[src/rtl/hazard_pkg.sv]
// Shared types and helpers for the pipeline hazard/stall controller.
package hazard_pkg;

  typedef enum logic {
    RUN     = 1'b0,
    MD_WAIT = 1'b1
  } md_state_e;

  localparam logic [4:0] REG_ZERO = 5'd0;

  // $zero is hardwired, so a write to it can never create a dependency.
  function automatic logic reg_match(input logic [4:0] dest,
                                     input logic       use_src,
                                     input logic [4:0] src);
    return (dest != REG_ZERO) && use_src && (dest == src);
  endfunction

endpackage

[src/rtl/md_busy_timer.sv]
// Tracks HI/LO occupancy: busy for exactly MD_LATENCY cycles after a
// mult/div start has been in EX.
module md_busy_timer
  import hazard_pkg::*;
#(
  parameter int MD_LATENCY = 32
) (
  input  logic clk,
  input  logic rst,
  input  logic md_start_i,
  output logic md_busy_o
);

  localparam int CNT_W = $clog2(MD_LATENCY) + 1;
  localparam logic [CNT_W-1:0] CNT_LOAD = CNT_W'(MD_LATENCY - 1);

  md_state_e        state_q, state_d;
  logic [CNT_W-1:0] cnt_q, cnt_d;

  always_ff @(posedge clk) begin
    if (rst) begin
      state_q <= RUN;
      cnt_q   <= '0;
    end else begin
      state_q <= state_d;
      cnt_q   <= cnt_d;
    end
  end

  always_comb begin
    state_d = state_q;
    cnt_d   = cnt_q;
    case (state_q)
      RUN: begin
        if (md_start_i) begin
          state_d = MD_WAIT;
          cnt_d   = CNT_LOAD;
        end
      end
      MD_WAIT: begin
        // A second start here is illegal and deliberately ignored.
        if (cnt_q == '0) begin
          state_d = RUN;
        end else begin
          cnt_d = cnt_q - 1'b1;
        end
      end
      default: begin
        state_d = RUN;
        cnt_d   = '0;
      end
    endcase
  end

  // Reset forces the output low in the same cycle, not just after the edge.
  assign md_busy_o = (state_q == MD_WAIT) && !rst;

  md_start_in_wait: assert property (@(posedge clk) disable iff (rst)
    (state_q == MD_WAIT) |-> !md_start_i);

endmodule

[src/rtl/hazard_stall_unit.sv]
// Detects load-use, ID-branch, and HI/LO hazards and drives stall/flush.
// Optional perf counters: define HAZARD_PERF_CNT_EN.
module hazard_stall_unit
  import hazard_pkg::*;
#(
  parameter int MD_LATENCY = 32,
  parameter int PERF_W     = 32
) (
  input  logic       clk,
  input  logic       rst,
  input  logic [4:0] IF_ID_Rs,
  input  logic [4:0] IF_ID_Rt,
  input  logic       IF_ID_UseRs,
  input  logic       IF_ID_UseRt,
  input  logic       IF_ID_Branch,
  input  logic       IF_ID_MdStart,
  input  logic       IF_ID_UseHiLo,
  input  logic       ID_Taken,
  input  logic       ID_EX_MemRead,
  input  logic       ID_EX_RegWrite,
  input  logic [4:0] ID_EX_WriteReg,
  input  logic       ID_EX_MdStart,
  input  logic       EX_MEM_MemRead,
  input  logic [4:0] EX_MEM_WriteReg,
  output logic       PC_Write,
  output logic       IF_ID_Write,
  output logic       IF_ID_Flush,
  output logic       ID_EX_Flush,
  output logic       Md_Busy
`ifdef HAZARD_PERF_CNT_EN
  ,
  output logic [PERF_W-1:0] Stall_Cnt,
  output logic [PERF_W-1:0] Flush_Cnt
`endif
);

  logic ex_dep, mem_dep;
  logic lu_hit, br_hit, md_hit;
  logic stall;

  md_busy_timer #(
    .MD_LATENCY(MD_LATENCY)
  ) u_md_timer (
    .clk       (clk),
    .rst       (rst),
    .md_start_i(ID_EX_MdStart),
    .md_busy_o (Md_Busy)
  );

  assign ex_dep  = reg_match(ID_EX_WriteReg, IF_ID_UseRs, IF_ID_Rs) |
                   reg_match(ID_EX_WriteReg, IF_ID_UseRt, IF_ID_Rt);
  assign mem_dep = reg_match(EX_MEM_WriteReg, IF_ID_UseRs, IF_ID_Rs) |
                   reg_match(EX_MEM_WriteReg, IF_ID_UseRt, IF_ID_Rt);

  assign lu_hit = ID_EX_MemRead & ex_dep;
  // Branches compare in ID, so even an ALU result one stage ahead is too late.
  assign br_hit = IF_ID_Branch & ((ID_EX_RegWrite & ex_dep) |
                                  (EX_MEM_MemRead & mem_dep));
  assign md_hit = Md_Busy & (IF_ID_UseHiLo | IF_ID_MdStart);

  assign stall = !rst & (lu_hit | br_hit | md_hit);

  assign PC_Write    = !stall;
  assign IF_ID_Write = !stall;
  assign ID_EX_Flush = stall;
  // A stalled branch has not resolved yet, so its outcome must not flush.
  assign IF_ID_Flush = !rst & ID_Taken & !stall;

`ifdef HAZARD_PERF_CNT_EN
  logic [PERF_W-1:0] stall_cnt_q, stall_cnt_d;
  logic [PERF_W-1:0] flush_cnt_q, flush_cnt_d;

  always_comb begin
    stall_cnt_d = stall_cnt_q;
    flush_cnt_d = flush_cnt_q;
    if (stall && (stall_cnt_q != '1))
      stall_cnt_d = stall_cnt_q + 1'b1;
    if (IF_ID_Flush && (flush_cnt_q != '1))
      flush_cnt_d = flush_cnt_q + 1'b1;
  end

  always_ff @(posedge clk) begin
    if (rst) begin
      stall_cnt_q <= '0;
      flush_cnt_q <= '0;
    end else begin
      stall_cnt_q <= stall_cnt_d;
      flush_cnt_q <= flush_cnt_d;
    end
  end

  assign Stall_Cnt = stall_cnt_q;
  assign Flush_Cnt = flush_cnt_q;
`endif

endmodule

[config.mk]
export PLATFORM = sky130hd
export DESIGN_NAME = hazard_stall_unit
export DESIGN_NICKNAME = d
export VERILOG_FILES = /design/src/rtl/hazard_pkg.sv /design/src/rtl/md_busy_timer.sv /design/src/rtl/hazard_stall_unit.sv
export SDC_FILE = /design/constraint.sdc
export NUM_CORES = 1
export LEC_CHECK = 0
export ABC_AREA = 1
export CORE_MARGIN = 2
export CORE_UTILIZATION = 43
export CTS_BUF_LIST = sky130_fd_sc_hd__clkbuf_4 sky130_fd_sc_hd__clkbuf_8
export DETAILED_ROUTE_END_ITERATION = 7
export HOLD_SLACK_MARGIN = 0.08
export PLACE_DENSITY = 0.82
export SETUP_SLACK_MARGIN = 0.1
export SYNTH_ARGS = -nofsm -noshare
export SYNTH_HDL_FRONTEND = slang
export SYNTH_SLANG_ARGS = --single-unit
export TNS_END_PERCENT = 30
[constraint.sdc]
create_clock -name clk -period 1.4 [get_ports clk]
set_input_delay 0.21 -clock clk [delete_from_list [all_inputs] [get_ports clk]]
set_output_delay 0.21 -clock clk [all_outputs]
set_load 0.02 [all_outputs]
==> flow_summary.ini <==
[setup_path]
cp_max_fo = 7
path_buf_inv = 3
cp_cell_sequence = inv_1 > ha_4 > nand4_1 > nand2_1 > inv_2 > nor2_8 > inv_2 > o21ai_0 > a21oi_1
r2r-start = u_md_timer.cnt_q[1]
arrival_ns = 1.49
max_stage_delay_ns = 0.32
path_delay_family = simple AND/OR/NAND/NOR gates
crit_path_start = u_md_timer.cnt_q[1]
slowest_stage = dfxtp_1
cp_common_cell = inv_2
start_kind = flop
critPathKind = flop to flop
worstSetupEndpointType = flop
cp.required_ns = 1.54

[logic_synthesis]
synth-seq-cells = 7
syn_inst = 165
synth_area_um2 = 824.5
synthDistinctLibCells = 21
yosysSeqAreaShare_pct = 17.00
synth_nets = 198
ys_warn_count = 0
synth_area_per_cell_um2 = 4.997

[sta]
post-route-period-util_pct = 96.24
final_max_slew_viol_count = 0
final_hold_viol_count = 0
finalSetupViolations = 0
clock_skew_ns = 0.0002541
max_slew_margin_pct = 87.35
whs_ns = 0.4681
worst_pin_slew_ns = 0.1878
grt_setup_unrepaired = true
fin_setup_tns_ns = 0
finalCriticalPeriod_ns = 1.347
fmax_ghz = 0.7422

[cells_and_area]
final_common_cell = nand2_1
nNetsFinal = 245
diodes = 0
instances_no_fill = 236
drive_above_1_share_pct = 34.12
final_cell_mix = 65 x nand2_1, 19 x nor2_1, 17 x inv_2
fillers = 169
syn2layout_area_growth_pct = 61.76

[drt]
routed_wl_mm = 2.536
drc = 0
wl_per_cell_um = 10.75
drt_iter0_markers = 23
drt_pass1_iterations = 4
drt.antenna.violating_nets = 0
vias = 1135
vias_per_cell = 4.809

[floorplanning]
fp.dieW_um = 47.79
dieArea_mm2 = 0.002284
coreArea_mm2 = 0.001764
io-pin-count = 37
rows = 15
dieHeight_um = 47.79
start_util_pct = 46.74

[cts]
cts_tree = built
cts.hold.buffers_added = 0
post_cts_buffers = 0
htree_levels = 1
insertion_delay_ns = 0.26
cts.sinks = 7
clockRootBuffer = clkbuf_4
cts_buffer_depth = 2
numCtsBuffers = 3
path_clk_slew_ns = 0.05

[place]
dp_hpwl_mm = 2.032
place.gp.congestion = 0.9188
placed_cells = 232
port_buffers = 36

[power]
power_leakage_nw = 0.7630
fin_total_pwr_mw = 0.9018
powerDensity_mw_per_mm2 = 676.1
vdd_drop_max_mv = 0.4658

[global_route]
grt_pass1_wl_mm = 3.843
grt_overflow = 0
grt_max_degree = 8
grtUsageTotal_pct = 23.93
antenna_found_initial = 0
grt_pass1_vias = 938

[hold_path]
hold_start = rst
min_path_type = input pin to flop

[job]
maxCapViolations = 0

[status]
status = completed
## tightest hold or removal path: cells and delay by family
kind | cells | cell delay (ns)
buffers and inverters | 2 | 0.43
AO/OA/AOI/OAI | 1 | 0.04
## synth_stat cells
cell type / number / area share, %
nand2_1: 69 / 31
inv_1: 30 / 14
nor2_1: 22 / 10
nand3_1: 9 / 5.5
dfxtp_1: 7 / 17
a21oi_1: 5 / 3.0
o21ai_0: 5 / 3.0
inv_2: 3 / 1.4
nand4_1: 2 / 1.5
o21ai_1: 2 / 1.2
buf_4: 1 / 0.91
ha_1: 1 / 1.5
nand3_2: 1 / 1.2
nand3b_1: 1 / 0.91
nor2_8: 1 / 2.4
nor3_1: 1 / 0.61
o21a_1: 1 / 0.91
o21bai_1: 1 / 0.91
or2_2: 1 / 0.76
xnor2_1: 1 / 1.1
xor2_1: 1 / 1.1
## power by group
part / switching [mW] / leakage [nW] / internal, mW / total [mW]
combinational: 0.234 / 0.686 / 0.210 / 0.445
clock: 0.0813 / 0.0184 / 0.129 / 0.210
sequential: 0.0194 / 0.0584 / 0.228 / 0.247
## final cells by class
type | count | area (um^2) | share of cell area [%]
inverter | 33 | 131.4 | 9.850
multi-input combinational | 124 | 611.8 | 45.87
clock buffer | 4 | 30.03 | 2.251
tap | 25 | 31.28 | 2.345
timing repair buffer | 43 | 387.9 | 29.08
sequential | 7 | 141.4 | 10.60
## state kept, by name, indices dropped and copies added, names as in the netlist
register	count
u_md_timer.state_q	1
u_md_timer.cnt_q	6
## stage by stage
stage          util [%]  cell area [um^2]  setup slack, ns
6_report          75.60              1334          0.05263
3_5_place_dp      72.06              1271          -0.8562
2_1_floorplan         -             834.6           0.1034
5_1_grt           75.60              1334         -0.03763
3_3_place_gp      72.06              1271          -0.8513
4_1_cts           71.28              1257          0.04241
## logic make-up (layout without fill, tap and decap cells)
family / after synthesis / after routing / share of synthesized area (%)
DFF: 7 / 7 / 16.99
xor gates and xnor gates: 2 / 2 / 2.125
buffers and inverters: 34 / 80 / 15.93
and+or+nand+nor: 107 / 107 / 54.32
adders and majority gates: 1 / 1 / 1.517
AOI/OAI and AO/OA: 14 / 14 / 9.104
## worst paths after layout
path | to | slack (ns) | cells after the start
setup / recovery | u_md_timer.cnt_q[3] | 0.05 | 9
hold / removal | u_md_timer.cnt_q[4] | 0.47 | 3
hold reg to reg | u_md_timer.cnt_q[1] | 0.49 | 2
setup reg to reg | u_md_timer.cnt_q[3] | 0.05 | 9
## per-layer routing
| layer | part of all wire, % | vias to the layer above | global-route usage, % |
|---|---|---|---|
| met3 | 7.8 | 4 | 7.170 |
| met2 | 47 | 43 | 38.93 |
| met1 | 44 | 498 | 31.32 |
| met5 | 0 | - | 0 |
| met4 | 0.91 | 0 | 4.865 |
| li1 | - | 590 | - |
## repair_timing
item	in CTS	in global routing
endpoints found under the setup margin	10	10
pin swaps	25	24
resized for setup	144	35
Note: power is estimated with default switching activity, not from simulation.
